==> src/rtl/calc_input_sequencer.sv <==
// Keypad entry sequencer for a 4-bit add/subtract calculator.
// Collects operand A, operator and operand B from key presses, then drives an
// external adder/subtractor and registers its result. Results can be chained.
// Optional build macro CALC_SEQ_TIMEOUT_EN abandons partial entries after
// TIMEOUT_CYCLES idle cycles; without it no timeout logic is built.
module calc_input_sequencer #(
    parameter int unsigned TIMEOUT_CYCLES = 1000000
) (
    input  logic       clk,
    input  logic       rst_n,
    input  logic       key_valid,
    input  logic [4:0] key_code,
    output logic       key_ready,
    output logic [3:0] op_a,
    output logic [3:0] op_b,
    output logic       mode,
    input  logic [3:0] add_sum,
    input  logic       add_cout,
    output logic [3:0] result,
    output logic       result_valid,
    output logic       result_flag
);

    typedef enum logic [2:0] {
        IDLE   = 3'd0,
        GOT_A  = 3'd1,
        GOT_OP = 3'd2,
        GOT_B  = 3'd3,
        EXEC   = 3'd4,
        SHOW   = 3'd5
    } state_t;

    state_t     state, state_d;
    logic [3:0] op_a_d, op_b_d, result_d;
    logic       mode_d, result_valid_d, result_flag_d;

    logic accept, is_digit, is_plus, is_minus, is_op, is_eq, is_clr;
    logic timeout, clear;

    // Key decode; reserved codes decode to nothing and are simply swallowed
    assign accept   = key_valid && key_ready;
    assign is_digit = accept && !key_code[4];
    assign is_plus  = accept && (key_code == 5'h10);
    assign is_minus = accept && (key_code == 5'h11);
    assign is_op    = is_plus || is_minus;
    assign is_eq    = accept && (key_code == 5'h12);
    assign is_clr   = accept && (key_code == 5'h13);
    assign clear    = is_clr || timeout;

`ifdef CALC_SEQ_TIMEOUT_EN
    localparam int unsigned CNT_W = (TIMEOUT_CYCLES > 1) ? $clog2(TIMEOUT_CYCLES) : 1;

    logic [CNT_W-1:0] idle_cnt;
    logic             partial;

    assign partial = (state == GOT_A) || (state == GOT_OP) || (state == GOT_B);
    // An accepted key on the expiring cycle wins over the timeout
    assign timeout = partial && !accept && (idle_cnt == CNT_W'(TIMEOUT_CYCLES - 1));

    // Idle-cycle counter for partial entries, cleared by any accepted key
    always_ff @(posedge clk or negedge rst_n) begin
        if (!rst_n) begin
            idle_cnt <= '0;
        end else if (accept || !partial || timeout) begin
            idle_cnt <= '0;
        end else begin
            idle_cnt <= idle_cnt + CNT_W'(1);
        end
    end
`else
    assign timeout = 1'b0;
`endif

    // State register
    always_ff @(posedge clk or negedge rst_n) begin
        if (!rst_n) begin
            state <= IDLE;
        end else begin
            state <= state_d;
        end
    end

    // Next-state logic
    always_comb begin
        state_d = state;
        case (state)
            IDLE:    if (is_digit) state_d = GOT_A;  else if (is_op) state_d = GOT_OP;
            GOT_A:   if (is_op)    state_d = GOT_OP;
            GOT_OP:  if (is_digit) state_d = GOT_B;
            GOT_B:   if (is_eq)    state_d = EXEC;
            EXEC:                  state_d = SHOW;
            SHOW:    if (is_digit) state_d = GOT_A;  else if (is_op) state_d = GOT_OP;
            default:               state_d = IDLE;
        endcase
        if (clear) begin
            state_d = IDLE;
        end
    end

    // Next values of the registered datapath outputs
    always_comb begin
        op_a_d         = op_a;
        op_b_d         = op_b;
        mode_d         = mode;
        result_d       = result;
        result_valid_d = result_valid;
        result_flag_d  = result_flag;
        case (state)
            IDLE: begin
                if (is_digit) begin
                    op_a_d = key_code[3:0];
                end else if (is_op) begin
                    op_a_d = 4'd0;
                    mode_d = is_minus;
                end
            end
            GOT_A: begin
                if (is_digit) op_a_d = key_code[3:0];
                else if (is_op) mode_d = is_minus;
            end
            GOT_OP: begin
                if (is_op) mode_d = is_minus;
                else if (is_digit) op_b_d = key_code[3:0];
            end
            GOT_B: begin
                if (is_digit) op_b_d = key_code[3:0];
            end
            EXEC: begin
                result_d       = add_sum;
                result_flag_d  = mode ? ~add_cout : add_cout;
                result_valid_d = 1'b1;
            end
            SHOW: begin
                if (is_op) begin
                    op_a_d         = result;
                    mode_d         = is_minus;
                    result_valid_d = 1'b0;
                end else if (is_digit) begin
                    op_a_d         = key_code[3:0];
                    result_valid_d = 1'b0;
                end
            end
            default: ;
        endcase
        if (clear) begin
            op_a_d         = 4'd0;
            op_b_d         = 4'd0;
            mode_d         = 1'b0;
            result_d       = 4'd0;
            result_valid_d = 1'b0;
            result_flag_d  = 1'b0;
        end
    end

    // Output registers; key_ready is registered from the next state
    always_ff @(posedge clk or negedge rst_n) begin
        if (!rst_n) begin
            op_a         <= 4'd0;
            op_b         <= 4'd0;
            mode         <= 1'b0;
            result       <= 4'd0;
            result_valid <= 1'b0;
            result_flag  <= 1'b0;
            key_ready    <= 1'b1;
        end else begin
            op_a         <= op_a_d;
            op_b         <= op_b_d;
            mode         <= mode_d;
            result       <= result_d;
            result_valid <= result_valid_d;
            result_flag  <= result_flag_d;
            key_ready    <= (state_d != EXEC);
        end
    end

endmodule

==> config.mk <==
export PLATFORM = sky130hd
export DESIGN_NAME = calc_input_sequencer
export DESIGN_NICKNAME = d
export VERILOG_FILES = /design/src/rtl/calc_input_sequencer.sv
export SDC_FILE = /design/constraint.sdc
export NUM_CORES = 1
export LEC_CHECK = 0
export BUFFER_PORTS_ARGS = -buffer_cell sky130_fd_sc_hd__buf_2
export CAP_MARGIN = 10
export CORE_MARGIN = 2
export CORE_UTILIZATION = 51
export DETAILED_ROUTE_END_ITERATION = 7
export PLACE_DENSITY = 0.9
export SLEW_MARGIN = 20
export SYNTH_ARGS = -nofsm -noshare
export SYNTH_HDL_FRONTEND = slang
export SYNTH_SLANG_ARGS = --single-unit
==> constraint.sdc <==
create_clock -name clk -period 1.9 [get_ports clk]
set_input_delay 0.38 -clock clk [delete_from_list [all_inputs] [get_ports clk]]
set_output_delay 0.38 -clock clk [all_outputs]
set_load 0.01 [all_outputs]
==> impl_summary.md <==
Route
The number of nets still failing antenna checks after routing is 0. The wire length per cell is between 10 and 15 um. The number of remaining DRC errors is 0. The initial DRC count is 28. The final wirelength is 2420 um.

After detailed routing, the number of vias per cell comes to 5.91. Before antenna repair, the detailed router went through 4 iterations. The detailed-route via count is between 900 and 1000.

Power and ir drop
The combinational group share of total power is a little over a third. The switching power of the nets is about 0.46 mW. Summed over all cells, the static leakage comes to roughly 0.57 nW. Registers are responsible for between 40 and 50% of the overall power. In this run, the clock network consumes 16.4% of the power. The switching share of power is roughly 36%. IR analysis of the VDD net gives a maximum drop of 0.766 mV. In this run the power density over the cells is around 1000 nW/um^2. The internal cell power is roughly 0.80 mW.

Timing
The sum of negative setup slack is 0 ns. The maximum clock rate is between 500 and 600 MHz. Setup violations remaining at the end of the flow were counted as 0. Setup repair after global routing left no endpoint under its margin. The minimum clock period after layout is 1.68 ns. The count of final max-slew check failures is 0. The worst-margin pin slew is around 0.44 ns.

The final-report hold violation count is 10. The worst slew slack as a fraction of its limit is 70.7%. Hold timing on the final database bottoms out at a slack of -0.00844 ns.

The worst setup skew after layout is around 0.0041 ns. Of the available clock period, the critical path in the final layout requires around nine tenths.

Outcome
The checks that failed: negative hold slack. The flow ran to the end, but the final reports show violations.

Finish
The layout cell share with drive strength beyond 1 is roughly a third. In the final design database the tool counted around 150 nets. The utilization after layout is between 60% and 70%. The number of antenna repair diodes is 0.

The area growth from synthesis to layout is 16.7%. The final cell count without fillers is 165.

CTS
In this run, post-CTS repair resized a total of 0 instances. In this run, CTS created clock tree buffers numbering 3. The TritonCTS clock tree is built. The later-pin clock latency in the skew report is about 0.3 ns. The buffer type at the clock tree root is clkbuf_4. The buffer count from post-CTS setup fixing is 0. The clock drives 19 sinks. CTS built an H-tree with a depth of 1. For this design, the CTS-stage hold fixing added 0 buffers. The maximum clock path buffer count is 2. The clock slew seen by the registers of the worst setup and hold paths is around 0.11 ns.

Place
The global placer's final weighted congestion is between 0.9 and 1. Port buffering added 28 buffers. The cell count after placement is about 160. The HPWL after detailed placement is approximately 1800 um.

Floorplanning
The effective utilization at floorplan is 54.7%. The total number of placement rows is 16. For this design the top-level I/O count stands at 29. The die covers between 2000 and 3000 um^2.

In this run the vertical extent of the chip is between 50 and 60 um. Measured along the x axis, the die boundary spans 50.1 um. The floorplan core area is slightly below 2000 um^2.

Critical path
The worst setup path is launched from a register. The nature of the critical path endpoint is a register. The critical path's slowest cell is dfstp_2. In this design, the stage delay of the slowest critical-path cell is ~0.6 ns. By startpoint and endpoint, the worst setup path is classified as register to register. The critical path goes through and4bb_2 > and4_1 > mux2i_1 > o22ai_1. The data required time at the worst endpoint is 2.07 ns.

The peak fanout along the critical path is 9. Data arrives at the worst endpoint at 1.85 ns. Setup slack on the worst reg-to-reg path comes out at ~0.22 ns.

GRT
The number of global-route vias before repair is between 800 and 900. The pin count of the biggest net entering global routing is 20. Summed over all layers, the global routing overflow is 0. The number of antenna violations at the first check in global routing is 0. Global routing used between 20% and 30% of the available tracks. The wire length of the first global-routing pass is between 4000 and 5000 um.

Hold path
The path class of the tightest hold or removal check is input port to asynchronous set/reset pin.

Yosys
The number of warnings reported in the yosys synthesis log is 0. Each instance of the synthesized netlist takes up on average approximately 10 um^2. The share of the Yosys chip area taken by registers is a little over two fifths. Counting flops and latches in the post-synthesis netlist gives 19. The number of nets produced by synthesis is about 120. The cell count after synthesis came out at 110. The distinct cell type count after synthesis is 37.

The cell area that synthesis handed to floorplanning was 1080 um^2.

Job
The count of maximum capacitance violations is 0.
==> per-stage QoR <==
| step | power, mW | area (um^2) | setup WS (ns) | hold WS (ns) |
|---|---|---|---|---|
| detailed placement | 1.07 | 1240 | 0.212 | 0.339 |
| global route | 1.34 | 1260 | 0.136 | 0.0282 |
| floorplan | 0.886 | 1080 | 0.314 | 0.0844 |
| CTS | 1.27 | 1260 | 0.216 | 0.00383 |
| global placement | 1.04 | 1240 | 0.268 | 0.333 |
| finish | 1.26 | 1260 | 0.217 | -0.00844 |
==> final timing paths <==
| check | startpoint | end | cells after the start |
|---|---|---|---|
| worst max-delay path | key_ready | op_a[2] | 4 |
| worst min-delay path | rst_n | op_a[1] | 1 |
| worst max register to register | key_ready | op_a[2] | 4 |
| worst min register to register | op_b[0] | op_b[0] | 2 |
| max in group asynchronous | rst_n | key_ready | 1 |
| min in group clk | add_sum[3] | result[3] | 3 |
==> logic make-up after synthesis <==
| group | count (synthesis) | synth area share (%) |
|---|---|---|
| AOI/OAI and AO/OA | 30 | 20.0 |
| xor gates and xnor gates | 2 | 1.62 |
| buffers and inverters | 6 | 3.12 |
| DFF | 19 | 44.0 |
| muxes | 8 | 7.39 |
| and+or+nand+nor | 45 | 23.9 |
==> layout by cell type (no fill, tap or decap), types with 3 or more instances in the layout <==
cell type	n
buf_2	28
dfrtp_1	18
nand2_1	15
nor2_1	9
a21oi_1	8
mux2i_1	8
o21ai_0	6
a31o_2	4
o22ai_1	4
nand2b_1	3
and4b_1	3
clkbuf_4	3
==> power by group through the flow <==
stage	Sequential, mW	Combinational, mW	Clock [mW]
6_report	0.597	0.458	0.207
2_1_floorplan	0.627	0.259	0
5_1_grt	0.612	0.503	0.229
3_3_place_gp	0.598	0.445	0
4_1_cts	0.597	0.462	0.215
3_5_place_dp	0.605	0.461	0
==> metal layers <==
layer	part of all wire [%]	wire, um	up-vias	GRT usage [%]
li1	-	-	462	-
met3	5.5	134	4	3.33
met2	47	1150	39	30.3
met5	0	0	-	0
met1	46	1110	470	30.6
met4	1.1	27	0	7.41
==> cell usage after synthesis <==
cell type	n	area, um^2
dfrtp_1	18	450
nand2_1	15	56.3
nor2_1	9	33.8
a21oi_1	8	40.0
mux2i_1	8	80.1
o21ai_0	6	30.0
a31o_2	4	35.0
o22ai_1	4	25.0
and4b_1	3	30.0
nand2b_1	3	18.8
clkbuf_1	2	7.51
clkbuf_2	2	10.0
nand3b_1	2	15.0
o31ai_1	2	15.0
xnor2_1	2	17.5
a211oi_1	1	7.51
a221oi_1	1	8.76
a41o_2	1	11.3
and2b_2	1	8.76
and3b_1	1	8.76
and4_1	1	8.76
and4b_2	1	11.3
and4bb_2	1	12.5
buf_2	1	5.00
buf_6	1	11.3
dfstp_2	1	26.3
nand2_2	1	6.26
nand4_1	1	6.26
nor2_2	1	6.26
nor2b_2	1	8.76
nor3b_1	1	7.51
o211ai_1	1	7.51
o31a_1	1	8.76
o41ai_4	1	27.5
or2_2	1	6.26
or3_1	1	6.26
or3_2	1	7.51
==> critical path: cells and delay by family (launching register included) <==
kind	cells	cell delay, ns
simple gates	2	0.63
mux	1	0.22
compound gates	1	0.10
flops	1	0.61
==> layout make-up <==
type	count	area [um^2]
Clock buffer	4	26.3
Tap cell	27	33.8
Timing Repair Buffer	30	155
Sequential cell	19	477
Fill cell	159	717
Multi-Input combinational cell	85	573
==> sequential cells by signal, summed over array words and instances, names as in the netlist <==
signal and cells:
key_ready 1, mode 1, op_a 4, op_b 4
result 4, result_flag 1, result_valid 1, state 3
Power figures use the tool's default switching activity.
